**config.mk**
```make
export PLATFORM = sky130hd
export DESIGN_NAME = serial_parallel_rx
export DESIGN_NICKNAME = d
export VERILOG_FILES = /design/src/rtl/serial_parallel_rx.sv
export SDC_FILE = /design/constraint.sdc
export NUM_CORES = 1
export LEC_CHECK = 0
export BUFFER_PORTS_ARGS = -buffer_cell sky130_fd_sc_hd__buf_2
export CAP_MARGIN = 10
export CORE_ASPECT_RATIO = 0.9
export CORE_MARGIN = 2
export CORE_UTILIZATION = 45
export DETAILED_ROUTE_END_ITERATION = 12
export PLACE_DENSITY_LB_ADDON = 0.25
export SYNTH_ARGS = -nofsm -noshare
export SYNTH_HDL_FRONTEND = slang
export SYNTH_SLANG_ARGS = --single-unit
```
**constraint.sdc**
```tcl
create_clock -name clk -period 1.4 [get_ports clk]
set_input_delay 0.42 -clock clk [delete_from_list [all_inputs] [get_ports clk]]
set_output_delay 0.42 -clock clk [all_outputs]
set_load 0.02 [all_outputs]
```
**src/rtl/serial_parallel_rx.sv**
```systemverilog
// Serial-to-parallel receiver: collects DATA_WIDTH qualified bits into a word,
// presents it on a one-entry valid/ready holding register and flags aborted
// words (frame_err) and dropped words (overrun) as one-cycle pulses.
module serial_parallel_rx #(
    parameter int DATA_WIDTH = 8,
    parameter bit MSB_FIRST  = 1'b1
) (
    input  logic                  clk,
    input  logic                  rst,
    input  logic                  serial_in,
    input  logic                  serial_valid,
    output logic [DATA_WIDTH-1:0] parallel_out,
    output logic                  out_valid,
    input  logic                  out_ready,
    output logic                  frame_err,
    output logic                  overrun
);

    localparam int CNT_W = $clog2(DATA_WIDTH + 1);
    localparam logic [CNT_W-1:0] LAST_CNT = CNT_W'(DATA_WIDTH - 1);

    typedef enum logic {
        IDLE  = 1'b0,
        SHIFT = 1'b1
    } state_t;

    state_t                state;
    logic [CNT_W-1:0]      cnt;
    logic [DATA_WIDTH-1:0] sr;
    logic [DATA_WIDTH-1:0] sr_next;
    logic                  word_done;

    // Insert one bit into the shift register in the configured bit order.
    function automatic logic [DATA_WIDTH-1:0] shift_in(
        input logic [DATA_WIDTH-1:0] cur,
        input logic                  b
    );
        if (MSB_FIRST)
            return {cur[DATA_WIDTH-2:0], b};
        else
            return {b, cur[DATA_WIDTH-1:1]};
    endfunction

    // The completed word includes the bit sampled on the completing edge,
    // so the holding register loads the post-shift value.
    assign sr_next   = shift_in(sr, serial_in);
    assign word_done = (state == SHIFT) && serial_valid && (cnt == LAST_CNT);

    // Bit-collection FSM: counts qualified bits, aborts on a gap inside a word.
    always_ff @(posedge clk or posedge rst) begin
        if (rst) begin
            state     <= IDLE;
            cnt       <= '0;
            sr        <= '0;
            frame_err <= 1'b0;
        end else begin
            frame_err <= 1'b0;
            case (state)
                IDLE: begin
                    if (serial_valid) begin
                        sr    <= sr_next;
                        cnt   <= CNT_W'(1);
                        state <= SHIFT;
                    end
                end
                SHIFT: begin
                    if (serial_valid) begin
                        sr <= sr_next;
                        if (cnt == LAST_CNT) begin
                            cnt   <= '0;
                            state <= IDLE;
                        end else begin
                            cnt <= cnt + CNT_W'(1);
                        end
                    end else begin
                        // Gap inside a word: drop the partial word entirely.
                        sr        <= '0;
                        cnt       <= '0;
                        state     <= IDLE;
                        frame_err <= 1'b1;
                    end
                end
                default: begin
                    cnt   <= '0;
                    state <= IDLE;
                end
            endcase
        end
    end

    // Holding register: accepts a completed word if empty or drained on the
    // same edge, otherwise keeps the old word and reports the drop.
    always_ff @(posedge clk or posedge rst) begin
        if (rst) begin
            parallel_out <= '0;
            out_valid    <= 1'b0;
            overrun      <= 1'b0;
        end else begin
            overrun <= 1'b0;
            if (word_done) begin
                if (!out_valid || out_ready) begin
                    parallel_out <= sr_next;
                    out_valid    <= 1'b1;
                end else begin
                    overrun <= 1'b1;
                end
            end else if (out_valid && out_ready) begin
                out_valid <= 1'b0;
            end
        end
    end

endmodule

```
; Word-level counts from Yosys, hierarchy flattened
; Cells that the tools add are included.
; W data, S select, Z words.
[classes]
add_sub_neg = 1
mul = 0
n_div = 0
magnitude_cmp = 0
eq_ne = 3
n_shift = 0
muxes = 18
bitwise = 1
n_reduce_logical = 8
[ops]
columns = cell, n
row1 = $mux W7, 2
row2 = $pmux W7 S2, 1
row3 = $mux W4, 3
row4 = $mux W1, 10
row5 = $pmux W4 S2, 1
row6 = $add A4 B1 Y4 const B, 1
row7 = $eq A4 B3 Y1 const B, 1
row8 = $reduce_and A2 Y1, 2
row9 = $logic_and A1 B1 Y1, 3
row10 = $ne A2 B1 Y1 const B, 1
row11 = $ne A2 B2 Y1 const B, 1
row12 = $pmux W1 S2, 1
row13 = $reduce_bool A2 Y1, 1
row14 = $logic_not A1 Y1, 1
row15 = $logic_or A1 B1 Y1, 1
row16 = $not A1 Y1, 1
[totals]
reg_bits = 23
latch_bits = 0
ram_bits = 0
rom_bits = 0
in_bits = 5
elab_cells = 38
mem_count = 0

; Longest topological paths before layout
; Gate-level depths: netlist of the first run.
[logic_depth]
ltp_word = 4
mapped_depth = 4

; Worst setup path before layout of the first run
; OpenSTA, ideal clock, no wires.
[synth_path]
kind = reg2reg
start = reg cnt[0]
end = reg parallel_out[0]
setup_ns = 0.125
arrival_time_ns = 1.281
required_time_ns = 1.275
setup_slack_ns = -0.005
path_stages_with_launch = 5
n_path_buf = 0
cell_sequence = dfrtp_1 ha_1 and4b_4 nand3_4 mux2_2
[synth_via]
elab_chain_cells = 3
[synth_rtl]
columns = element, line
row1 = start: declaration, 28  ; logic [CNT_W-1:0] cnt;
row2 = start signal: assignment, 73  ; cnt <= cnt + CNT_W'(1);
row3 = $eq A4 B3 Y1, 47  ; assign word_done = (state == SHIFT) && serial_valid && (cnt == LAST_CNT);
row4 = $logic_and A1 B1 Y1, 47
row5 = $reduce_and A2 Y1 (no source line), -
row6 = end signal: assignment, 102  ; parallel_out <= sr_next;
row7 = end: declaration, 12  ; output logic [DATA_WIDTH-1:0] parallel_out,
; Every way passes these cells.
; A chain may end at the register's enable or synchronous reset.

; Worst setup path in the final report of the first run
[layout_path]
start = reg cnt[1]
end = reg parallel_out[0]
; The elaborated chain is that of the path after synthesis.

==> impl_metrics.py, run 1 <==
metrics = {
    "run_status": {
        "status": "finished, violations left",
        "violations": "negative setup slack",
    },
    "global_routing": {
        "grtUsageMet2_pct": 25.8,
        "grt_pass1_vias": 607,
        "grt_first_pass_wirelength_um": 2760,
        "grt_util_met1_pct": 21.5,
        "grt_use_met3_pct": 6.56,
        "grt_max_degree": 24,
        "grt_use_total_pct": 16.2,
        "grt_busiest_layer": "met2",
        "antenna_found_initial": 0,
        "grt_overflow": 0,
    },
    "setup_path": {
        "required_ns": 1.60,
        "cp.arrival_ns": 1.62,
        "end_kind": "flip-flop",
        "reg2reg_to": "parallel_out[0]",
        "start_kind": "flip-flop",
        "r2r_slack_ns": -0.02,
        "r2r-start": "cnt[1]",
        "crit_path_max_fanout": 8,
        "critPathKind": "flip-flop to flip-flop",
        "r2r_cells": 4,
    },
    "cells_and_area": {
        "antenna_cells": 0,
        "multi_input_area_sq_um": 360,
        "seqCellArea_sq_um": 576,
        "stdcell_area_sq_mm": 0.00114,
        "nNetsFinal": 111,
        "drive_gt1_share_pct": 36.5,
        "n_fill_cell": 175,
        "syn_to_final_growth_pct": 20.7,
    },
    "clock_network": {
        "clk_latency_ns": 0.30,
        "cts_root_buffer": "clkbuf_4",
        "cts_tree": "built",
        "cts_buffers": 3,
        "ctsHoldBuffers": 0,
        "path_clk_slew_ns": 0.12,
        "cts.path.max_buffers": 2,
        "htreeDepth": 1,
        "clock_sinks": 23,
    },
    "power_and_ir_drop": {
        "irDropWorstVdd_uv": 817,
        "pwr-share-seq_pct": 62.4,
        "internal_power_mw": 0.869,
        "p_sw_mw": 0.272,
        "comb_power_share_pct": 11.9,
        "powerDensity_mw_per_mm2": 1000,
        "netSwitchingFraction_pct": 23.8,
        "pwr-share-clk_pct": 25.7,
        "p_leak_nw": 0.590,
    },
    "logic_synthesis": {
        "synthCells": 79,
        "syn_nets": 85,
        "netlist_area_sq_um": 945,
        "async_flop_share_pct": 100,
        "yosysSeqAreaShare_pct": 60.9,
        "yosysWarnings": 0,
        "yosys-top-cells-count": "23 x dfrtp_1, 13 x nand2_1, 8 x mux2_2, 8 x o21ai_0, 7 x nand2b_1",
        "yosysMostFrequentCell": "dfrtp_1",
        "synth_seq_cells": 23,
        "netlist.area_leader.share_pct": 60.9,
        "yosysTopAreaCell": "dfrtp_1",
        "synth_enable_flop_cells": 0,
        "postSynthAreaPerCell_sq_um": 12.0,
        "synth_flop_cell": "dfrtp_1",
        "synth_area_leaders": "dfrtp_1 61%, mux2_2 9.5%, nand2_1 5.2%",
        "yosysUniqueCellTypes": 20,
    },
    "detailed_routing": {
        "wl_per_cell_um": 12.8,
        "drt_iter0_markers": 13,
        "avgViaCountPerCell": 5.14,
        "drtAntennaViolNets": 0,
        "vias": 663,
        "first_pass_iters": 4,
        "routed_wl_um": 1660,
        "drc": 0,
    },
    "placement": {
        "dpl_cell_area_sq_mm": 0.00109,
        "io_buffers": 15,
        "gp_congestion": 0.829,
        "dp_hpwl_um": 1120,
    },
    "timing": {
        "slew_violations": 0,
        "min_period_ns": 1.42,
        "fin_skew_ns": 0.00604,
        "rsz0062_at_grt": "true",
        "hold_viol_final": 0,
        "setup_violations": 8,
        "whs_ns": 0.123,
        "slew_headroom_pct": 80.9,
        "setup_slack_ns": -0.0169,
        "clock.fmax_mhz": 706,
        "tightest_slew_ns": 0.287,
        "timing.final.crit_share_pct": 101,
    },
    "die": {
        "die_y_um": 47.5,
        "core_area_sq_mm": 0.00195,
        "die_w_um": 52.3,
        "die_area_sq_mm": 0.00248,
        "initial_core_util_pct": 48.4,
        "io-pin-count": 16,
        "rows": 15,
    },
    "flow_run": {
        "cap_viol_max_count": 0,
    },
    "hold_path": {
        "worstHoldPathType": "input pin to asynchronous set/reset pin",
    },
}
## per-layer routing
metal / routed length [um] / part of all wire (%)
met1: 802 / 48
met2: 765 / 46
met3: 77 / 4.6
met4: 12 / 0.72
met5: 0 / 0
## power by group through the flow
stage	registers [mW]	clock network [mW]	logic, mW
final	0.712	0.293	0.136
after global routing	0.716	0.340	0.153
after CTS	0.712	0.305	0.132
after detailed placement	0.726	0	0.124
after global placement	0.724	0	0.118
after floorplan	0.734	0	0.0624
## per-stage QoR
step | worst slack (ns) | total power, mW | utilization [%] | setup TNS, ns | std cells
2_1_floorplan | 0.0354 | 0.796 | - | 0 | 79
3_3_place_gp | 0.0377 | 0.843 | 55.7 | 0 | 122
3_5_place_dp | -0.00176 | 0.849 | 55.7 | -0.00229 | 122
4_1_cts | -0.00965 | 1.15 | 58.0 | -0.0314 | 128
5_1_grt | -0.0614 | 1.21 | 58.4 | -0.337 | 129
6_report | -0.0169 | 1.14 | 58.4 | -0.0611 | 129
## worst max-delay path, cell delays in order (launching register included)
cell     delay [ns]
dfrtp_1        0.38
ha_2           0.19
and4b_4        0.26
nand3_4        0.15
mux2_4         0.34
## what timing repair did
action / in CTS / in global routing
gates resized for setup: 1 / 0
buffers inserted: 2 / 1
endpoints found under the setup margin: 8 / 8
## sequential cells by signal, summed over array words and instances (netlist names)
register and cells:
out_valid 1, frame_err 1, state 1, parallel_out 8, sr 7, cnt 4
overrun 1
## cell type report
cell class	count	area share, %
inverters	1	0.329
well taps	25	2.74
flip-flops and latches	23	50.5
clock buffers	4	2.31
repair buffers	24	12.5
multi-input cells	52	31.6
## worst max path at each step
| stage | cells past startpoint | slack (ns) | from | to |
|---|---|---|---|---|
| 4_1_cts | 4 | -0.01 | cnt[0] | parallel_out[3] |
| 3_3_place_gp | 4 | 0.04 | cnt[1] | parallel_out[1] |
| 5_1_grt | 4 | -0.06 | cnt[1] | parallel_out[0] |
| 3_5_place_dp | 4 | -0.002 | cnt[1] | parallel_out[0] |
| 6_report | 4 | -0.02 | cnt[1] | parallel_out[0] |
| 2_1_floorplan | 4 | 0.04 | cnt[0] | parallel_out[0] |
## layout by cell type, fill, tap and decap left out
| cell | count |
|---|---|
| xnor2_1 | 1 |
| and3b_1 | 1 |
| nand2b_1 | 7 |
| buf_4 | 9 |
| and4b_4 | 1 |
| a2111o_1 | 1 |
| o21a_1 | 1 |
| buf_2 | 15 |
| nand3_1 | 3 |
| a22o_1 | 1 |
| clkbuf_4 | 3 |
| dfrtp_1 | 23 |
| nand3_4 | 1 |
| ha_2 | 1 |
| nor2_1 | 2 |
| mux2_2 | 7 |
| mux2_4 | 1 |
| nor2b_1 | 1 |
| nand2_1 | 13 |
| inv_1 | 1 |
| nand4_1 | 1 |
| clkbuf_1 | 1 |
| o21ai_0 | 8 |
| and2b_1 | 1 |
## cells by family (layout without fill, tap and decap cells)
family | count (synthesis) | count (layout) | share of synthesized area [%]
AOI/OAI and AO/OA | 11 | 11 | 7.15
xor gates and xnor gates | 1 | 1 | 0.927
adders and majority gates | 1 | 1 | 1.32
buffers and inverters | 4 | 29 | 1.59
DFF | 23 | 23 | 60.9
muxes | 8 | 8 | 9.54
and+or+nand+nor | 31 | 31 | 18.5
No activity file was read; power rests on OpenSTA's default activity.
==> inputs of run 2 (changes only) <==
- PLACE_DENSITY: unset -> 0.69
- PLACE_DENSITY_LB_ADDON: 0.25 -> unset
==> run 2 against run 1 <==
Against the previous run: the flow still finishes with violations (negative setup slack); non-clock buffer count unchanged; wire length increased by 2.4%; via count decreased by 0.90%; first-iteration DRC count decreased by 62%; core utilization unchanged; sequential power about the same; total power about the same.
==> impl_metrics.py, run 2 (same netlist as run 1, synthesis figures left out) <==
metrics = {
    "setup_path": {
        "r2r_cells": 4,
        "r2r-start": "cnt[0]",
        "r2r_slack_ns": -0.001,
        "reg2reg_to": "parallel_out[4]",
        "startpoint": "cnt[0]",
        "start_kind": "flip-flop",
        "cp.arrival_ns": 1.60,
        "critPathKind": "flip-flop to flip-flop",
        "required_ns": 1.60,
        "end_kind": "flip-flop",
        "crit_path_max_fanout": 8,
        "worstSetupEndpoint": "parallel_out[4]",
    },
    "timing": {
        "min_period_ns": 1.40,
        "clock.fmax_mhz": 714,
        "hold_viol_final": 0,
        "slew_headroom_pct": 81.7,
        "tightest_slew_ns": 0.275,
        "finalSetupTns_ns": -0.00105,
        "fin_skew_ns": 0.00969,
        "slew_violations": 0,
        "setup_slack_ns": -0.00105,
        "setup_violations": 1,
        "timing.final.crit_share_pct": 100,
        "rsz0062_at_grt": "true",
    },
    "detailed_routing": {
        "avgViaCountPerCell": 5.09,
        "drt_iter0_markers": 5,
        "wl_per_cell_um": 13.2,
        "routed_wl_um": 1700,
        "vias": 657,
        "first_pass_iters": 4,
        "drtAntennaViolNets": 0,
        "drc": 0,
    },
    "power_and_ir_drop": {
        "netSwitchingFraction_pct": 24.1,
        "pwr-share-seq_pct": 62.5,
        "p_total_mw": 1.14,
        "p_sw_mw": 0.275,
        "internal_power_mw": 0.866,
        "p_leak_nw": 0.590,
        "comb_power_share_pct": 11.5,
        "pwr-share-clk_pct": 26.0,
        "powerDensity_mw_per_mm2": 1000,
        "irDropWorstVdd_uv": 835,
    },
    "global_routing": {
        "grt_overflow": 0,
        "grt_max_degree": 24,
        "antenna_found_initial": 0,
        "grt_first_pass_wirelength_um": 2880,
        "grt_pass1_vias": 625,
        "grt_use_total_pct": 16.8,
    },
    "clock_network": {
        "clock_sinks": 23,
        "path_clk_slew_ns": 0.12,
        "htreeDepth": 1,
        "clk_latency_ns": 0.31,
        "cts_tree": "built",
        "ctsHoldBuffers": 0,
        "cts_root_buffer": "clkbuf_4",
        "cts_buffers": 3,
        "cts.path.max_buffers": 2,
    },
    "placement": {
        "dp_hpwl_um": 1250,
        "gp_congestion": 0.769,
        "dp_slack_ns": -0.000116,
        "io_buffers": 15,
    },
    "cells_and_area": {
        "syn_to_final_growth_pct": 20.7,
        "regMostFlops": "parallel_out",
        "drive_gt1_share_pct": 36.5,
        "layout_commonest_cell": "dfrtp_1",
        "largest_reg_flops": 8,
        "nNetsFinal": 111,
        "antenna_cells": 0,
        "reg_top3": "parallel_out x8, sr x7, cnt x4",
        "mostFrequentLayoutCells": "23 x dfrtp_1, 15 x buf_2, 13 x nand2_1, 9 x buf_4",
    },
    "run_status": {
        "violations": "negative setup slack",
        "status": "finished, violations left",
    },
    "hold_path": {
        "worstHoldPathType": "input pin to asynchronous set/reset pin",
    },
    "die": {
        "core_area_sq_mm": 0.00195,
        "die_w_um": 52.3,
        "initial_core_util_pct": 48.4,
        "die_y_um": 47.5,
        "rows": 15,
        "io-pin-count": 16,
        "die_area_sq_mm": 0.00248,
    },
    "flow_run": {
        "cap_viol_max_count": 0,
    },
}
## run 2: cell counts in the layout (fill, tap and decap cells not counted)
No cell type changed its count.
## run 2: area by class of cell
cell class / instances / area (sq um)
Sequential cell: 23 / 576
Clock buffer: 4 / 26.3
Timing Repair Buffer: 24 / 143
Fill cell: 189 / 812
Tap cell: 25 / 31.3
Multi-Input combinational cell: 52 / 360
Inverter: 1 / 3.75
## run 2: per-layer routing
| metal | up-vias | routed length, um | track usage, % |
|---|---|---|---|
| li1 | 319 | - | - |
| met1 | 320 | 733 | 21.5 |
| met2 | 16 | 852 | 26.5 |
| met3 | 2 | 99 | 6.88 |
| met4 | 0 | 12 | 5.64 |
| met5 | - | 0 | 0 |
## run 2: power by group through the flow
stage	sequential, mW	combinational [mW]	clock [mW]
after floorplan	0.734	0.0624	0
after global placement	0.725	0.120	0
after detailed placement	0.727	0.125	0
after CTS	0.713	0.133	0.308
after global routing	0.719	0.150	0.345
final	0.713	0.132	0.296
## run 2: metrics by stage
step	util, %	cells	hold WS (ns)	instance area [sq um]
after floorplan	-	79	0.422	947
after global placement	56.1	123	0.468	1090
after detailed placement	56.1	123	0.480	1090
after CTS	58.4	129	0.133	1140
after global routing	58.4	129	0.131	1140
final	58.4	129	0.125	1140
## run 2: repair_timing
| item | 4_1_cts | 5_1_grt |
|---|---|---|
| buffers inserted | 2 | 0 |
| gates resized for setup | 1 | 1 |
| pin swaps | 1 | 1 |
| gates cloned | 0 | 0 |
| setup endpoints to repair | 8 | 9 |
## run 2: worst min-delay path by stage
stage / depth (start not counted) / slack (ns) / endpoint / startpoint
floorplan: 1 / 0.42 / cnt[0] / rst
global placement: 3 / 0.47 / parallel_out[2] / rst
detailed placement: 3 / 0.48 / parallel_out[3] / rst
CTS: 3 / 0.13 / sr[0] / rst
global route: 3 / 0.13 / parallel_out[1] / rst
finish: 3 / 0.12 / parallel_out[1] / rst
## run 2: worst max-delay path: stages, from the launching register on
cell	delay (ns)
dfrtp_1	0.38
ha_2	0.19
and4b_4	0.25
nand3_4	0.14
mux2_4	0.33
==> inputs of run 3 (changes only) <==
- CORE_UTILIZATION: 45 -> 39
- MAX_ROUTING_LAYER: unset -> met4
- PLACE_DENSITY: 0.69 -> unset
==> run 3 against run 2 <==
Against the previous run: the flow still finishes with violations (negative setup slack); clock-buffer cell count is 1 lower; final cell count is 2.3% higher; largest power group unchanged; clock power is 3% higher; sequential share of layout area is 0.82 points lower; clock skew is 0.0085 ns lower; register-to-register slack hardly changed; highest routed layer unchanged; worst hold slack worse by 0.0036 ns; sequential cell count stayed put; largest cell class unchanged.
==> impl_metrics.py, run 3 (same netlist as run 1, synthesis figures left out) <==
metrics = {
    "cells_and_area": {
        "utilization_pct": 51.7,
        "antenna_cells": 0,
        "drive_gt1_share_pct": 38.1,
        "syn_to_final_growth_pct": 22.6,
        "largest_reg_flops": 8,
        "nNetsFinal": 112,
        "reg_top3": "parallel_out x8, sr x7, cnt x4",
        "mostFrequentLayoutCells": "23 x dfrtp_1, 15 x buf_2, 13 x nand2_1, 9 x buf_4",
        "layout_commonest_cell": "dfrtp_1",
        "regMostFlops": "parallel_out",
        "n_fill_cell": 214,
    },
    "clock_network": {
        "path_clk_slew_ns": 0.12,
        "cts_root_buffer": "clkbuf_4",
        "clk_latency_ns": 0.31,
        "cts_buffers": 3,
        "clock_sinks": 23,
        "htreeDepth": 1,
        "cts.path.max_buffers": 2,
        "cts_tree": "built",
        "ctsHoldBuffers": 0,
    },
    "placement": {
        "dp_slack_ns": 0.00241,
        "io_buffers": 15,
        "gp_congestion": 0.752,
        "dp_hpwl_um": 1130,
    },
    "run_status": {
        "violations": "negative setup slack",
        "status": "finished, violations left",
    },
    "detailed_routing": {
        "drt_iter0_markers": 3,
        "drc": 0,
        "first_pass_iters": 4,
        "drtAntennaViolNets": 0,
        "wl_per_cell_um": 12.5,
        "routed_wl_um": 1660,
        "vias": 654,
        "avgViaCountPerCell": 4.95,
    },
    "power_and_ir_drop": {
        "pwr-share-clk_pct": 26.3,
        "netSwitchingFraction_pct": 25.0,
        "pwr-share-seq_pct": 61.6,
        "irDropWorstVdd_uv": 659,
        "p_leak_nw": 0.602,
        "p_total_mw": 1.16,
        "comb_power_share_pct": 12.1,
        "internal_power_mw": 0.867,
        "p_sw_mw": 0.289,
        "powerDensity_mw_per_mm2": 998,
    },
    "setup_path": {
        "crit_path_max_fanout": 8,
        "end_kind": "flip-flop",
        "cp.arrival_ns": 1.61,
        "critPathKind": "flip-flop to flip-flop",
        "required_ns": 1.61,
        "start_kind": "flip-flop",
    },
    "global_routing": {
        "grt_use_total_pct": 14.3,
        "antenna_found_initial": 0,
        "grt_first_pass_wirelength_um": 2960,
        "grt_pass1_vias": 666,
        "grt_max_degree": 24,
        "grt_overflow": 0,
    },
    "timing": {
        "rsz0062_at_grt": "true",
        "setup_violations": 2,
        "clock.fmax_mhz": 712,
        "timing.final.crit_share_pct": 100,
        "min_period_ns": 1.40,
        "tightest_slew_ns": 0.309,
        "slew_headroom_pct": 79.3,
        "setup_slack_ns": -0.00423,
        "slew_violations": 0,
        "hold_viol_final": 0,
        "fin_skew_ns": 0.00124,
    },
    "die": {
        "die_y_um": 50.7,
        "die_area_sq_mm": 0.00283,
        "io-pin-count": 16,
        "core_area_sq_mm": 0.00224,
        "rows": 16,
        "die_w_um": 55.9,
        "initial_core_util_pct": 42.1,
    },
    "flow_run": {
        "cap_viol_max_count": 0,
    },
    "hold_path": {
        "worstHoldPathType": "input pin to asynchronous set/reset pin",
    },
}
==> run 3: critical path, cell delays in order, from the launching register on <==
cell and delay (ns):
dfrtp_1 0.38, ha_2 0.18, and4b_4 0.26, nand3_4 0.15
mux2_4 0.33
==> run 3: layer usage <==
metal  up-vias  wire, um  global-route usage [%]
li1        323         -                       -
met1       316       797                    17.2
met2        13       782                    22.2
met3         2        60                    5.67
met4         0        15                    4.76
met5         -         0                       -
==> run 3: worst paths after layout <==
kind                                  from               to  slack [ns]  depth (start not counted)
max                                 cnt[1]  parallel_out[3]      -0.004                          4
min                                    rst  parallel_out[0]        0.12                          3
max reg2reg                         cnt[1]  parallel_out[3]      -0.004                          4
min reg2reg                parallel_out[0]  parallel_out[0]        0.51                          1
max in group asynchronous              rst        frame_err        1.05                          3
min in group clk                 serial_in            sr[0]        0.33                          3
==> run 3: layout make-up <==
type / instances / area, sq um / area share (%)
Clock buffer: 3 / 22.5 / 1.94
Clock inverter: 1 / 5.00 / 0.432
Inverter: 1 / 3.75 / 0.324
Multi-Input combinational cell: 52 / 364 / 31.4
Sequential cell: 23 / 576 / 49.7
Tap cell: 27 / 33.8 / 2.92
Timing Repair Buffer: 25 / 154 / 13.3
==> run 3: power by group through the flow <==
stage / registers, mW / logic, mW / clock network [mW]
2_1_floorplan: 0.734 / 0.0624 / 0
3_3_place_gp: 0.726 / 0.125 / 0
3_5_place_dp: 0.726 / 0.125 / 0
4_1_cts: 0.712 / 0.137 / 0.325
5_1_grt: 0.718 / 0.156 / 0.354
6_report: 0.712 / 0.139 / 0.304
==> run 3: stage by stage <==
step	TNS (ns)	hold slack [ns]	area, sq um	std cells
finish	-0.00710	0.121	1160	132
global route	-0.298	0.115	1160	132
CTS	-0.00599	0.121	1150	132
detailed placement	0	0.475	1100	126
global placement	0	0.475	1100	126
floorplan	0	0.422	947	79
==> run 3: what timing repair did <==
action	in CTS	in global routing
setup buffers	2	1
setup endpoints to repair	8	10
gates resized for setup	1	3
pin swaps	2	2
